[src/rtl/seq_sum_pkg.sv]
// Shared types and sizing helpers for the seq_sum serial multi-operand adder.
package seq_sum_pkg;

    typedef enum logic [1:0] {
        IDLE  = 2'd0,
        ACCUM = 2'd1,
        DONE  = 2'd2
    } state_t;

    // Accumulator width wide enough that the full sum of all channels never wraps.
    function automatic int acc_w(input int width, input int channels);
        return width + $clog2(channels) + 1;
    endfunction

endpackage

[src/rtl/seq_sum_fmt.sv]
// Reduces the full-width accumulator to the OUT_W-bit result plus overflow flag.
// Build option: define SEQ_SUM_SATURATE_EN to clamp on overflow instead of wrapping.
module seq_sum_fmt
    import seq_sum_pkg::*;
#(
    parameter int ACC_W = 6,
    parameter int OUT_W = 5
) (
    input  logic [ACC_W-1:0] acc,
    output logic [OUT_W-1:0] sum,
    output logic             ovf
);

    logic [OUT_W-1:0] wrap;

    generate
        if (OUT_W < ACC_W) begin : g_narrow
            assign ovf  = |acc[ACC_W-1:OUT_W];
            assign wrap = acc[OUT_W-1:0];
        end else begin : g_wide
            assign ovf  = 1'b0;
            assign wrap = OUT_W'(acc);
        end
    endgenerate

`ifdef SEQ_SUM_SATURATE_EN
    assign sum = ovf ? '1 : wrap;
`else
    assign sum = wrap;
`endif

endmodule

[src/rtl/seq_sum.sv]
// Sequential multi-operand unsigned adder: captures CHANNELS operands, adds one per clock.
// Wrap vs. saturate on overflow is selected by SEQ_SUM_SATURATE_EN (see seq_sum_fmt).
module seq_sum
    import seq_sum_pkg::*;
#(
    parameter int WIDTH    = 4,
    parameter int CHANNELS = 2,
    parameter int OUT_W    = WIDTH + $clog2(CHANNELS)
) (
    input  logic                      clk,
    input  logic                      reset,
    input  logic                      in_valid,
    output logic                      in_ready,
    input  logic [CHANNELS*WIDTH-1:0] in_data,
    output logic                      out_valid,
    input  logic                      out_ready,
    output logic [OUT_W-1:0]          sum,
    output logic                      ovf
);

    localparam int ACC_W = acc_w(WIDTH, CHANNELS);
    localparam int IDX_W = (CHANNELS > 2) ? $clog2(CHANNELS) : 1;

    state_t                    state_q, state_d;
    logic [ACC_W-1:0]          acc_q, acc_d;
    logic [IDX_W-1:0]          idx_q, idx_d;
    logic [CHANNELS*WIDTH-1:0] data_q, data_d;
    logic [OUT_W-1:0]          sum_q, sum_d;
    logic                      ovf_q, ovf_d;

    logic [WIDTH-1:0]          operand;
    logic [ACC_W-1:0]          acc_next;
    logic [OUT_W-1:0]          fmt_sum;
    logic                      fmt_ovf;

    always_comb begin
        operand = '0;
        for (int unsigned i = 0; i < CHANNELS; i++) begin
            if (idx_q == IDX_W'(i)) begin
                operand = data_q[i*WIDTH +: WIDTH];
            end
        end
    end

    assign acc_next = acc_q + ACC_W'(operand);

    // Formatting works on the post-add value so the result registers on the final ACCUM edge.
    seq_sum_fmt #(
        .ACC_W (ACC_W),
        .OUT_W (OUT_W)
    ) u_fmt (
        .acc (acc_next),
        .sum (fmt_sum),
        .ovf (fmt_ovf)
    );

    always_comb begin
        state_d = state_q;
        acc_d   = acc_q;
        idx_d   = idx_q;
        data_d  = data_q;
        sum_d   = sum_q;
        ovf_d   = ovf_q;
        case (state_q)
            IDLE: begin
                if (in_valid) begin
                    data_d  = in_data;
                    acc_d   = '0;
                    idx_d   = '0;
                    sum_d   = '0;
                    ovf_d   = 1'b0;
                    state_d = ACCUM;
                end
            end
            ACCUM: begin
                acc_d = acc_next;
                idx_d = idx_q + IDX_W'(1);
                if (idx_q == IDX_W'(CHANNELS - 1)) begin
                    idx_d   = '0;
                    sum_d   = fmt_sum;
                    ovf_d   = fmt_ovf;
                    state_d = DONE;
                end
            end
            DONE: begin
                if (out_ready) begin
                    state_d = IDLE;
                end
            end
            default: state_d = IDLE;
        endcase
    end

    always_ff @(posedge clk or negedge reset) begin
        if (!reset) begin
            state_q <= IDLE;
            acc_q   <= '0;
            idx_q   <= '0;
            data_q  <= '0;
            sum_q   <= '0;
            ovf_q   <= 1'b0;
        end else begin
            state_q <= state_d;
            acc_q   <= acc_d;
            idx_q   <= idx_d;
            data_q  <= data_d;
            sum_q   <= sum_d;
            ovf_q   <= ovf_d;
        end
    end

    assign in_ready  = (state_q == IDLE);
    assign out_valid = (state_q == DONE);
    assign sum       = sum_q;
    assign ovf       = ovf_q;

endmodule

[config.mk]
export PLATFORM = sky130hd
export DESIGN_NAME = seq_sum
export DESIGN_NICKNAME = d
export VERILOG_FILES = /design/src/rtl/seq_sum_pkg.sv /design/src/rtl/seq_sum_fmt.sv /design/src/rtl/seq_sum.sv
export SDC_FILE = /design/constraint.sdc
export NUM_CORES = 1
export LEC_CHECK = 0
export CAP_MARGIN = 25
export CORE_MARGIN = 4
export CORE_UTILIZATION = 40
export DETAILED_ROUTE_END_ITERATION = 10
export MAX_ROUTING_LAYER = met4
export PLACE_DENSITY = 0.63
export SLEW_MARGIN = 10
export SYNTH_ARGS = -nofsm -noshare
export SYNTH_HDL_FRONTEND = slang
export SYNTH_SLANG_ARGS = --single-unit
[constraint.sdc]
create_clock -name clk -period 1.8 [get_ports clk]
set_input_delay 0.18 -clock clk [delete_from_list [all_inputs] [get_ports clk]]
set_output_delay 0.18 -clock clk [all_outputs]
set_load 0.05 [all_outputs]
# After elaboration in Yosys (flattened, before gate mapping)
# Cells that the tools add are included.
# Widths: inputs -> output; s select.
# classes
add_sub_neg	2
n_eq_ne	5
n_mux	15
reduce_logical	6
# ops
cell	count
$pmux 6 s2	1
$mux 5	2
$pmux 5 s2	1
$add 6x4->6	1
$mux 2	3
$mux 6	1
$pmux 2 s3	1
$reduce_and 3->1	2
$mux 4	1
$ne 2x2->1 const B	2
$pmux 1 s2	2
$reduce_and 2->1	2
$mux 1	3
$eq 2x1->1 const B	1
$eq 2x2->1 const B	1
$logic_not 2->1	1
$ne 2x1->1 const B	1
$reduce_bool 2->1	1
$add 1x1->1 const B	1
# totals
regBits	23
in_bits	12

# Longest topological paths before layout
# Gate-level depths: netlist of the first run.
# depth
ltp_word	4
ltp_mapped	9

# Modules after synthesis
# A second synthesis of the first run with hierarchy kept.
# hier_totals
cells_unflattened	117
hier_area_um2	1262.5
# by_module_without_submodules
module	instances	cells_each	area_each_um2
seq_sum	1	111	1217.4
seq_sum_fmt	1	6	45.0

# Worst setup path before layout of the first run
# OpenSTA, ideal clock, no wires.
# synth_path
path_kind	flip-flop to flip-flop
startpoint	register idx_q
endpoint	register acc_q[4]
setup_time_ps	96
t_arrival_ps	1891
t_required_ps	1704
path_slack_ps	-187
path_stages_with_launch	10
path_buffers	1
path_cell_list	dfrtp_1 buf_2 mux2_2 ha_1 inv_1 fa_1 nor2b_4 o21a_1 o21a_1 o32ai_2
# synth_via
elab_chain_len	3
# synth_lines
item	line_no	rtl
from (decl)	seq_sum.sv:26	logic [IDX_W-1:0] idx_q, idx_d;
from (signal assigned)	seq_sum.sv:105	idx_q <= idx_d;
$mux 4	seq_sum.sv:39	if (idx_q == IDX_W'(i)) begin
$add 6x4->6	seq_sum.sv:45	assign acc_next = acc_q + ACC_W'(operand);
$pmux 6 s2	seq_sum.sv:64	case (state_q)
to (signal assigned)	seq_sum.sv:97	acc_q <= '0;
to (signal assigned)	seq_sum.sv:104	acc_q <= acc_d;
to (decl)	seq_sum.sv:25	logic [ACC_W-1:0] acc_q, acc_d;
# No other way between the ends.
# A chain may end at the register's enable or synchronous reset.

# Worst setup path in the final report of the first run
# layout_path
startpoint	register idx_q
endpoint	register sum_q[4], in the netlist sum[4]
# layout_via
elab_chain_len	4
word_cells_on_any_way	6
cone_classes	add/sub (1); eq/ne (1); mux (3); reduce/logical (1)
# layout_lines
item	line_no	rtl
$mux 4	seq_sum.sv:39	
$add 6x4->6	seq_sum.sv:45	
$mux 5	seq_sum.sv:78	if (idx_q == IDX_W'(CHANNELS - 1)) begin
$pmux 5 s2	seq_sum.sv:64	
to (signal assigned)	seq_sum.sv:107	sum_q <= sum_d;
to (decl)	seq_sum.sv:28	logic [OUT_W-1:0] sum_q, sum_d;
# Parallel ways exist; a longest one is shown, timed or not. The select of a mux whose other input is x is not followed.

==> results of run 1 <==
metal layers:
metal	wire length, um	track usage, %
met1	1122	16.35
met2	1165	21.04
met3	136	3.597
met4	31	4.132
met5	0	-
through the flow:
step | instance area (um^2) | setup TNS, ns | hold WS (ns) | power, W | cells
final | 1683 | -0.8954 | 0.1893 | 0.003706 | 164
after global routing | 1683 | -1.334 | 0.2117 | 0.003956 | 164
after CTS | 1564 | -0.3870 | 0.2029 | 0.003283 | 162
after detailed placement | 1498 | -0.7091 | 0.4758 | 0.002895 | 157
after global placement | 1498 | -0.4232 | 0.4634 | 0.002859 | 157
after floorplan | 1220 | -0.2246 | -0.1156 | 0.002344 | 100
power groups by stage:
stage               Combinational [W]  Sequential (W)  Clock (W)
global route                  0.00268        0.000998   0.000276
finish                        0.00249        0.000963   0.000253
global placement              0.00191        0.000946          0
CTS                           0.00208        0.000947   0.000257
detailed placement            0.00194        0.000957          0
floorplan                     0.00131         0.00103          0
repair_timing:
item	4_1_cts	5_1_grt
gates cloned	0	0
buffers inserted	1	2
hold buffers	0	0
pin swaps	3	7
setup endpoints to repair	9	9
gates resized for setup	5	18
cells in the mapped netlist, drive strengths merged, types with 2 or more instances:
master	n
o21a	2
inv	6
nor2	2
nand2b	3
mux2	12
o21ai	7
o31ai	2
buf	3
nor2b	3
o22ai	2
a21o	2
ha	4
dfrtp	23
a21oi	3
nand2	14
nor3	2
xnor2	2
sequential cells by signal (all words and copies together), names as in the netlist:
name / count
sum: 5
acc_q: 6
idx_q: 1
state_q: 2
data_q: 8
ovf: 1
worst paths after layout:
path / startpoint / end / slack [ns] / cells past startpoint
worst max-delay path: idx_q$_DFFE_PN0P_ / sum[4]$_DFFE_PN0P_ / -0.21 / 8
worst min-delay path: reset / sum[0]$_DFFE_PN0P_ / 0.19 / 2
worst max register to register: idx_q$_DFFE_PN0P_ / sum[4]$_DFFE_PN0P_ / -0.21 / 8
worst min register to register: ovf$_DFFE_PN0P_ / ovf$_DFFE_PN0P_ / 0.50 / 2
max in group asynchronous: reset / idx_q$_DFFE_PN0P_ / 1.37 / 2
min in group clk: out_ready / state_q[1]$_DFFE_PN0P_ / 0.41 / 2
cells by family (layout without fill, tap and decap cells):
group	Yosys count	in the layout	synth area share (%)
compound gates	20	20	11.65
xor+xnor	2	2	1.469
simple gates	28	28	13.85
fa+ha+maj	5	5	5.876
mux	13	13	14.69
flops	23	23	48.27
buf+inv	9	42	4.197
worst max-delay path, cell delays in order (launching register included):
cell and delay [ns]:
sky130_fd_sc_hd__dfrtp_2 0.45, sky130_fd_sc_hd__mux2_4 0.32, sky130_fd_sc_hd__ha_4 0.18, sky130_fd_sc_hd__inv_2 0.05
sky130_fd_sc_hd__fa_2 0.23, sky130_fd_sc_hd__nor2b_4 0.05, sky130_fd_sc_hd__o21a_1 0.19, sky130_fd_sc_hd__o21a_1 0.21
sky130_fd_sc_hd__o31ai_2 0.26
layout by cell type (no fill, tap or decap), types with 2 or more instances in the layout:
| master | count |
|---|---|
| sky130_fd_sc_hd__nand2_1 | 13 |
| sky130_fd_sc_hd__nor2b_2 | 2 |
| sky130_fd_sc_hd__ha_4 | 4 |
| sky130_fd_sc_hd__inv_1 | 5 |
| sky130_fd_sc_hd__o21a_1 | 2 |
| sky130_fd_sc_hd__nand2b_1 | 2 |
| sky130_fd_sc_hd__buf_6 | 2 |
| sky130_fd_sc_hd__o21ai_0 | 3 |
| sky130_fd_sc_hd__nor2_1 | 2 |
| sky130_fd_sc_hd__mux2_4 | 11 |
| sky130_fd_sc_hd__nor3_2 | 2 |
| sky130_fd_sc_hd__buf_4 | 12 |
| sky130_fd_sc_hd__clkdlybuf4s50_1 | 17 |
| sky130_fd_sc_hd__clkbuf_4 | 3 |
| sky130_fd_sc_hd__o21ai_1 | 4 |
| sky130_fd_sc_hd__dfrtp_1 | 22 |
| sky130_fd_sc_hd__xnor2_2 | 2 |
| sky130_fd_sc_hd__a21oi_4 | 2 |
cell type report:
type / count / area [um^2] / area share [%]
Clock inverter: 1 / 5.005 / 0.2974
Multi-Input combinational cell: 68 / 714.4 / 42.45
Inverter: 6 / 22.52 / 1.338
Sequential cell: 23 / 576.8 / 34.28
Tap cell: 31 / 38.79 / 2.305
Timing Repair Buffer: 32 / 302.8 / 17.99
Clock buffer: 3 / 22.52 / 1.338
==> metrics, run 1 <==
fin worst setup slack=-0.2126 ns; Sequential Power Share=26.0%; Worst setup EP type=flop; clock buffer depth=2; antenna violations before repair=0; top-area cell type share of the netlist area=48.27%; number of nets in the layout=151; # IOs=20; DRC violations left=0; number of hold-slack violations in the final timing report=0; via total after detailed routing=836; clock tree from TritonCTS=built; share of layout cells above drive strength 1=42.86%; number of placement rows=19; largest net degree at the start of global routing=24; clock buffers created by TritonCTS=3; most area-hungry cell type in the Yosys netlist=sky130_fd_sc_hd__dfrtp_1; leakage power total=0.7387 nW; fraction of the core area covered by cells at the end of the flow=59.99%; Least-Margin Pin Slew=0.4987 ns; clock edge transition at the registers on the reported setup and hold paths=0.14 ns; Fillers=241; CTS sink cnt=23; switch share=42.24%; port bufs=19; Synth Cell Area=1192 um^2; required time of the worst setup path=2.04 ns; routed wirelength normalized by instance count=14.98 um; half-perimeter wire length after detailed placement=1614 um; type of origin of the critical path=flop; root buffer selected by CTS=sky130_fd_sc_hd__clkbuf_4; number of warning messages in the yosys log=0; core area=2805 um^2; Post-Place Setup Slack=-0.1617 ns; fmax=496.9 MHz; vias per inst=5.098; violated checks=setup timing; power per cell area=2202 nW/um^2; proportion of power drawn by the clock network=6.8%; detailed-routing iteration count for the pre-antenna-repair pass=4; Detailed Route WL=2456 um; clock period minus worst slack=2.013 ns; Die ar.=3919 um^2; internal cell power=0.002141 W; Min-Delay Path Class=in2async; flip-flop cell with the highest count after synthesis=sky130_fd_sc_hd__dfrtp_1; Max Cap Viol=0; overall die width=62.60 um; Switch Pwr=0.001566 W; worst vdd rail ir drop=1.109 mV; top post-synthesis cells by area=sky130_fd_sc_hd__dfrtp_1 48%, sky130_fd_sc_hd__mux2_4 10%, sky130_fd_sc_hd__ha_1 4.2%, sky130_fd_sc_hd__nand2_1 4.1%, sky130_fd_sc_hd__mux2_2 3.8%; Cell variety after synth=34; wire length of the first global-routing pass=4029 um; mean instance size in the synthesized netlist=11.92 um^2; initial core utilization=42.51%; post-synth net total=117; Final Wtd Congestion=0.8250; critical path fanouts, max=3; violation count after the first detailed-route iteration=38; Setup violations, final=8; number of synthesized register bits=23; setup repair after global routing missed its margin=true; Tcrit/Tclk final=111.8%; result of the run=finished with violations; GRT overflow=0; overall die height=62.60 um; worst-skew pair later-pin latency=0.32 ns; H-tree Lvls=1; number of nets still failing antenna checks after routing=0; growth of design area from synthesis to finish=41.13%; type of the setup path with the least slack=reg2reg; max-slew violation total from the final report=0; antenna diode instance count=0; Final Skew=0.005095 ns; number of enable flip-flop cells after synthesis=0; sequential element share of the synthesized area=48.27%; remaining max-slew budget at the tightest pin=66.65%; vias in the first global route=874; Post-synth ARST share=100.0%; overall routing resource usage=13.21%; logic gate share of total power=67.2%; Syn Inst Count=100; arrival time at the worst endpoint=2.25 ns
Note: power is estimated with default switching activity, not from simulation.
==> inputs of run 2 (changes only) <==
--- a/config.mk
+++ b/config.mk
@@ -8,8 +8,8 @@
 export CAP_MARGIN = 25
 export CORE_MARGIN = 4
-export CORE_UTILIZATION = 40
+export CORE_UTILIZATION = 46
 export DETAILED_ROUTE_END_ITERATION = 10
 export MAX_ROUTING_LAYER = met4
-export PLACE_DENSITY = 0.63
+export PLACE_DENSITY = 0.71
 export SLEW_MARGIN = 10
 export SYNTH_ARGS = -nofsm -noshare
==> constraint.sdc (replaced) <==
create_clock -name clk -period 1.8 [get_ports clk]
set_input_delay 0.18 -clock clk [delete_from_list [all_inputs] [get_ports clk]]
set_output_delay 0.18 -clock clk [all_outputs]
set_load 0.005 [all_outputs]
==> run 2 against run 1 <==
Against the previous run:
- the run still ends with setup timing left
- fmax is 0.31% lower
- sequential power is 2% higher
- core utilization is 6.2 points higher
- via count is 4.5% higher
- critical path depth stayed put
- worst setup slack worse by 0.0064 ns
- critical path type unchanged
==> metrics, run 2 (synthesis gave the netlist of run 1 again) <==
clock tree from TritonCTS=built; Min-Delay Path Class=in2async; clock edge transition at the registers on the reported setup and hold paths=0.13 ns; type of origin of the critical path=flop; Detailed Route WL=2633 um; detailed-routing iteration count for the pre-antenna-repair pass=4; violation count after the first detailed-route iteration=23; final-layout setup total negative slack=-1.069 ns; growth of design area from synthesis to finish=37.46%; required time of the worst setup path=2.04 ns; sequential cell area=578.1 um^2; Worst setup EP type=flop; antenna violations before repair=0; origin of the critical flop-to-flop path=idx_q$_DFFE_PN0P_; # IOs=20; Least-Margin Pin Slew=0.2983 ns; Final Wtd Congestion=0.8137; worst vdd rail ir drop=1.189 mV; critical path fanouts, max=6; Max Cap Viol=0; Final Skew=0.003849 ns; Worst path slowest cell=sky130_fd_sc_hd__dfrtp_2; fmax=495.3 MHz; antenna diode instance count=0; initial core utilization=48.13%; number of nets in the layout=152; worst-skew pair later-pin latency=0.32 ns; most frequent cells in the layout=21 x sky130_fd_sc_hd__dfrtp_1, 19 x sky130_fd_sc_hd__clkdlybuf4s50_1, 13 x sky130_fd_sc_hd__nand2_1, 11 x sky130_fd_sc_hd__buf_4, 9 x sky130_fd_sc_hd__mux2_4; number of hold-slack violations in the final timing report=0; Setup violations, final=8; number of placement rows=18; overall die width=58.92 um; register-to-register setup slack=-0.22 ns; leakage power total=0.7202 nW; fin worst setup slack=-0.2190 ns; Die ar.=3471 um^2; core area=2477 um^2; Crit Reg-Reg Endpoint=acc_q[4]$_DFFE_PN0P_; clock buffer depth=2; number of nets still failing antenna checks after routing=0; area of the multi-input gates=664.4 um^2; fraction of the core area covered by cells at the end of the flow=66.16%; Cell Area, Placed=1496 um^2; largest stage delay on the critical path=0.47 ns; Largest register FFs=8; type of the setup path with the least slack=reg2reg; setup repair after global routing missed its margin=true; root buffer selected by CTS=sky130_fd_sc_hd__clkbuf_4; vias in the first global route=932; clock buffers created by TritonCTS=3; final design instance area without fill=1639 um^2; max-slew violation total from the final report=0; overall routing resource usage=16.80%; port bufs=19; H-tree Lvls=1; CTS sink cnt=23; Tot Pwr=0.003323 W; overall die height=58.92 um; routed wirelength normalized by instance count=16.05 um; largest net degree at the start of global routing=24; clock period minus worst slack=2.019 ns; Reg2Reg Depth=8; Fillers=192; share of layout cells above drive strength 1=39.55%; Tcrit/Tclk final=112.2%; arrival time at the worst endpoint=2.26 ns; half-perimeter wire length after detailed placement=1865 um; cts-stage hold buffer count=0; worst hold slack=0.1990 ns; CP most frequent cell=sky130_fd_sc_hd__o21a_1; GRT overflow=0; via total after detailed routing=874; vias per inst=5.329; Reg with most FFs=data_q; violated checks=setup timing; result of the run=finished with violations; leading cell type in the layout, fill and taps excluded=sky130_fd_sc_hd__dfrtp_1; cells along the critical path=mux2_4 -> ha_4 -> inv_4 -> fa_2 -> nor2b_4 -> o21a_1 -> o21a_1 -> o32ai_2; DRC violations left=0; power per cell area=2027 nW/um^2; wire length of the first global-routing pass=4202 um; remaining max-slew budget at the tightest pin=80.04%
run 2: layout make-up:
cell class                 instances  area share, %
timing repair buffer              33          18.70
clock buffer                       3          1.374
multi-input combinational         68          40.53
sequential                        23          35.27
tap                               30          2.290
clock inverter                     1         0.3053
inverter                           6          1.527
run 2: report_power, final:
group	internal, W	leakage [nW]	switching (W)	total (W)
clock	0.0000833	0.0177	0.000162	0.000245
combinational	0.00120	0.416	0.000903	0.00210
sequential	0.000753	0.287	0.000225	0.000979
run 2: stage by stage:
stage | worst slack [ns] | instances
after detailed placement | -0.1985 | 157
after CTS | -0.1943 | 162
after global placement | -0.1387 | 157
final | -0.2190 | 164
after floorplan | -0.1166 | 100
after global routing | -0.2700 | 164
run 2: what timing repair did:
item,in CTS,in global routing
gates resized for setup,2,16
cloned,0,0
pin swaps,2,6
setup endpoints to repair,9,10
setup buffers,1,2
run 2: metal layers:
metal / up-vias / global-route usage [%] / routed length [um]
met5: - / - / 0
li1: 413 / - / -
met1: 432 / 19.61 / 1119
met4: 0 / 6.796 / 50
met3: 6 / 2.632 / 124
met2: 23 / 28.71 / 1339
run 2: worst max-delay path by stage:
stage	from	to	cells past startpoint
finish	idx_q$_DFFE_PN0P_	acc_q[4]$_DFFE_PN0P_	8
floorplan	idx_q$_DFFE_PN0P_	acc_q[4]$_DFFE_PN0P_	9
global placement	idx_q$_DFFE_PN0P_	sum[4]$_DFFE_PN0P_	8
global route	idx_q$_DFFE_PN0P_	acc_q[4]$_DFFE_PN0P_	8
CTS	idx_q$_DFFE_PN0P_	sum[4]$_DFFE_PN0P_	8
detailed placement	idx_q$_DFFE_PN0P_	sum[4]$_DFFE_PN0P_	8
run 2: worst max-delay path, delay by kind of cell (launching register included):
| kind | cells | cell delay (ns) |
|---|---|---|
| AOI/OAI and AO/OA | 3 | 0.63 |
| DFF | 1 | 0.47 |
| adders and majority gates | 2 | 0.40 |
| muxes | 1 | 0.32 |
| buffers and inverters | 1 | 0.05 |
| and+or+nand+nor | 1 | 0.05 |
==> inputs of run 3 (changes only) <==
CORE_UTILIZATION = 51   (was 46)
GPL_ROUTABILITY_DRIVEN = 1   (was default)
MAX_ROUTING_LAYER = default   (was met4)
PLACE_DENSITY = 0.75   (was 0.71)
clock period = 2.2 ns   (was 1.8 ns; I/O delays follow)
==> run 3 against run 2 <==
Against the previous run:
- sequential power down 22%
- the flow now finishes without violations
- critical path depth unchanged
- clock power down 18%
- cell count down 7.9%
- fmax down 2.6%
- first-iteration DRC count down 65%
- routed wire length down 15%
- clock skew up 0.0083 ns
- worst setup slack better by 0.35 ns
==> metrics, run 3 (synthesis gave the netlist of run 1 again) <==
result of the run=completed; global route hottest layer=met2; cts-stage hold buffer count=0; post-CTS repair timing setup buffer count=0; Detailed Route WL=2234 um; Least-Margin Pin Slew=0.4632 ns; via total after detailed routing=779; fmax=482.6 MHz; arrival time at the worst endpoint=2.30 ns; final-layout setup total negative slack=0 ns; max-slew violation total from the final report=0; # IOs=20; Min-Delay Path Class=in2async; H-tree Lvls=1; power per cell area=1511 nW/um^2; vias in the first global route=806; Final Skew=0.01210 ns; wire length of the first global-routing pass=3870 um; clock tree from TritonCTS=built; met2 Use GR=24.87%; Fillers=195; final design instance area without fill=1440 um^2; Die ar.=3176 um^2; leading cell type in the layout, fill and taps excluded=sky130_fd_sc_hd__dfrtp_1; clock buffer depth=2; critical path fanouts, max=6; clock period minus worst slack=2.072 ns; overall routing resource usage=15.97%; clock edge transition at the registers on the reported setup and hold paths=0.14 ns; violation count after the first detailed-route iteration=8; antenna violations before repair=0; number of nets still failing antenna checks after routing=0; fraction of met3 tracks used by global routing=4.828%; number of hold-slack violations in the final timing report=0; growth of design area from synthesis to finish=20.78%; worst-skew pair later-pin latency=0.32 ns; overall die width=56.36 um; share of layout cells above drive strength 1=21.95%; Final Wtd Congestion=0.8061; antenna diode instance count=0; most frequent cells in the layout=23 x sky130_fd_sc_hd__dfrtp_1, 19 x sky130_fd_sc_hd__clkdlybuf4s50_1, 13 x sky130_fd_sc_hd__nand2_1, 8 x sky130_fd_sc_hd__mux2_4, 6 x sky130_fd_sc_hd__inv_1; GRT overflow=0; Tot Pwr=0.002176 W; number of cells in the design after placement=147; worst vdd rail ir drop=0.8266 mV; met1 capacity usage during global routing=20.78%; detailed-routing iteration count for the pre-antenna-repair pass=4; clock buffers created by TritonCTS=3; required time of the worst setup path=2.43 ns; Cell Area, Placed=1413 um^2; DRC violations left=0; Tcrit/Tclk final=94.18%; number of nets in the layout=141; number of instances resized during post-cts repair=0; vias per inst=5.159; sequential cell area=575.6 um^2; remaining max-slew budget at the tightest pin=69.12%; initial core utilization=53.90%; root buffer selected by CTS=sky130_fd_sc_hd__clkbuf_4; Reg with most FFs=data_q; setup repair after global routing missed its margin=false; type of origin of the critical path=flop; area of the multi-input gates=566.8 um^2; Max Cap Viol=0; half-perimeter wire length after detailed placement=1614 um; Setup violations, final=0; leakage power total=0.6510 nW; CTS sink cnt=23; largest net degree at the start of global routing=24; core area=2212 um^2; port bufs=19; number of placement rows=17; overall die height=56.36 um; routed wirelength normalized by instance count=14.79 um; type of the setup path with the least slack=reg2reg; Worst setup EP type=flop; Largest register FFs=8; post-route non-filler standard cell count=151
-- run 3: cell types whose count changed in the layout (fill, tap and decap cells not counted), sizes merged --
| cell | delta |
|---|---|
| buf | -11 |
-- run 3: final cells by class --
| type | instances | share of cell area, % |
|---|---|---|
| inverters | 6 | 1.564 |
| clock inverters | 1 | 0.3475 |
| multi-input cells | 68 | 39.36 |
| repair buffers | 22 | 14.77 |
| clock buffers | 3 | 1.564 |
| flip-flops and latches | 23 | 39.97 |
| well taps | 28 | 2.433 |
-- run 3: report_power, final --
part	internal [W]	total, W	switching [W]
Sequential	0.000613	0.000765	0.000152
Clock	0.0000682	0.000202	0.000134
Combinational	0.000659	0.00121	0.000550
Total	0.00134	0.00218	0.000836
-- run 3: layer usage --
metal / part of all wire [%] / vias up
li1: - / 387
met1: 48 / 375
met2: 47 / 13
met3: 3.5 / 4
met4: 1.5 / 0
met5: 0 / -
-- run 3: final timing paths --
path	cells after the start	slack (ns)	start	to
min in group clk	2	0.44	out_ready	state_q[1]$_DFFE_PN0P_
hold reg to reg	1	0.50	acc_q[2]$_DFFE_PN0P_	acc_q[2]$_DFFE_PN0P_
hold / removal	2	0.23	reset	state_q[0]$_DFFE_PN0P_
setup reg to reg	8	0.13	idx_q$_DFFE_PN0P_	acc_q[4]$_DFFE_PN0P_
setup / recovery	8	0.13	idx_q$_DFFE_PN0P_	acc_q[4]$_DFFE_PN0P_
max in group asynchronous	2	1.73	reset	sum[2]$_DFFE_PN0P_
-- run 3: per-stage QoR --
step	hold slack (ns)	utilization [%]	worst slack, ns
2_1_floorplan	-0.07559	-	0.2133
3_3_place_gp	0.4659	63.86	0.2333
3_5_place_dp	0.4715	63.86	0.1342
4_1_cts	0.2392	65.10	0.1196
5_1_grt	0.2366	65.10	0.02874
6_report	0.2273	65.10	0.1280
-- run 3: critical path, stage by stage (launching register included) --
cell and delay (ns):
sky130_fd_sc_hd__dfrtp_1 0.48, sky130_fd_sc_hd__mux2_2 0.37, sky130_fd_sc_hd__ha_1 0.20, sky130_fd_sc_hd__inv_1 0.07, sky130_fd_sc_hd__fa_1 0.22, sky130_fd_sc_hd__nor2b_4 0.06
sky130_fd_sc_hd__o21a_1 0.17, sky130_fd_sc_hd__o21a_1 0.19, sky130_fd_sc_hd__o32ai_2 0.24
==> RTL change, RTL diff (settings of run 3) <==
Set the parameter `WIDTH` to 6 (it was 4).
--- a/src/rtl/seq_sum.sv
+++ b/src/rtl/seq_sum.sv
@@ -4,5 +4,5 @@
     import seq_sum_pkg::*;
 #(
-    parameter int WIDTH    = 4,
+    parameter int WIDTH    = 6,
     parameter int CHANNELS = 2,
     parameter int OUT_W    = WIDTH + $clog2(CHANNELS)
Ports: changed (resized in_data and sum); port bits go from 20 to 26. No check against the original RTL was run, so the function may have changed too.
==> RTL change against run 3 <==
Global-route usage rose by 4.7 points; sequential cell count is 8 higher; synthesized area increased by 24%; core utilization increased by 5.6 points; critical endpoint is now sum[6]; die area up 21%; first-iteration DRC count grew to 5.3 times the old value; setup slack worse by 0.097 ns; routed wire length grew 56%; final area grew 35%; critical path depth increased by 1; via count up 56%; power grew 39%.
==> RTL change: results (changes against run 3) <==
| Metric | Value |
|---|---|
| Area contributors post-synth | dfrtp_1, nand2_1, ha_1 |
| Via count | 1,218 (+56%) |
| Hold Slack | 0.264 ns (+0.0370 ns) |
| Routability Congestion | 0.815 (+1.0%) |
| Data arrival, critical path | 2.42 ns (+0.12 ns) |
| P_leak | 0.921 nW (+42%) |
| I/O Buffers | 25 (+6) |
| Placed insts | 209 (+42%) |
| Status | completed |
| Largest net degree at the start of global routing | 32 (+33%) |
| Max FFs per register | 12 (+4) |
| Pwr Density | 1550 nW/um2 (+2.8%) |
| Sequential share of the synthesized area | 52.3% (+4.0 points) |
| GR Layer Usage met2 | 32.1% (+7.2 points) |
| Share of post-route cells with drive strength above 1 | 16.6% (-5.4 points) |
| Part of the cycle the worst path needs | 98.6% (+4.4 points) |
| Reg2reg setup slack | 0.03 ns (-0.10 ns) |
| Synth Net Count | 175 (+50%) |
| Met1 Use GR | 26.2% (+5.5 points) |
| Worst R2R Path Depth | 9 (+1) |
| Library cells used by synthesis | 27 (-21%) |
| H-tree levels | 2 (+1) |
| GRT Total Usage | 20.7% (+4.7 points) |
| Clk_skew | 0.00731 ns (-0.00479 ns) |
| Commonest cells in the netlist | nand2_1, dfrtp_1, o21ai_0 |
| DRT Wirelength | 3500 um (+56%) |
| Synth Instances | 152 (+52%) |
## RTL change: cell types whose count changed after synthesis, moves of 2 or more
cell,delta
o21ai_0,+9
mux2_4,-8
ha_1,+2
nor2_1,+4
buf_2,+2
a22o_1,+6
dfrtp_1,+8
nand2_1,+34
nand3_1,+2
o21ai_1,-3
o22ai_1,-2
buf_6,-2
## RTL change: critical path, cell delays in order, from the launching register on
cell	delay, ns
dfrtp_2	0.45
mux2_4	0.32
ha_4	0.17
inv_2	0.05
fa_2	0.23
nor2b_4	0.05
o31a_1	0.25
o21a_1	0.20
o21a_1	0.22
o31ai_2	0.17
## RTL change: layer usage
| layer | share of wire [%] | vias to the layer above |
|---|---|---|
| li1 | - | 584 |
| met1 | 44 | 598 |
| met2 | 49 | 32 |
| met3 | 5.5 | 4 |
| met4 | 1.5 | 0 |
| met5 | 0 | - |
## RTL change: worst max-delay path by stage
stage                     endpoint   from
after floorplan           acc_q[6]  idx_q
after global placement    acc_q[6]  idx_q
after detailed placement  acc_q[7]  idx_q
after CTS                 acc_q[6]  idx_q
after global routing        sum[5]  idx_q
final                       sum[6]  idx_q
## RTL change: kinds of logic after synthesis
family | Yosys count | share of synthesized area, %
simple gates | 62 | 17.4
compound gates | 31 | 13.7
flops | 31 | 52.3
buf+inv | 10 | 2.78
mux | 7 | 5.14
fa+ha+maj | 7 | 6.41
xor+xnor | 4 | 2.36
## RTL change: cell type report
type | instances | area share [%]
Sequential cell | 31 | 39.9
Multi-Input combinational cell | 111 | 38.1
Timing Repair Buffer | 31 | 15.3
Clock buffer | 8 | 3.53
Tap cell | 31 | 1.99
Inverter | 6 | 1.16
## RTL change: what timing repair did
action	in CTS	in global routing
endpoints found under the setup margin	4	4
resized for setup	8	9
pin swaps	4	4
buffers inserted	1	0
## RTL change: power breakdown
group          internal (mW)  switching (mW)
Combinational          0.820           0.832
Clock                  0.188           0.187
Sequential             0.818           0.182
Total                   1.83            1.20
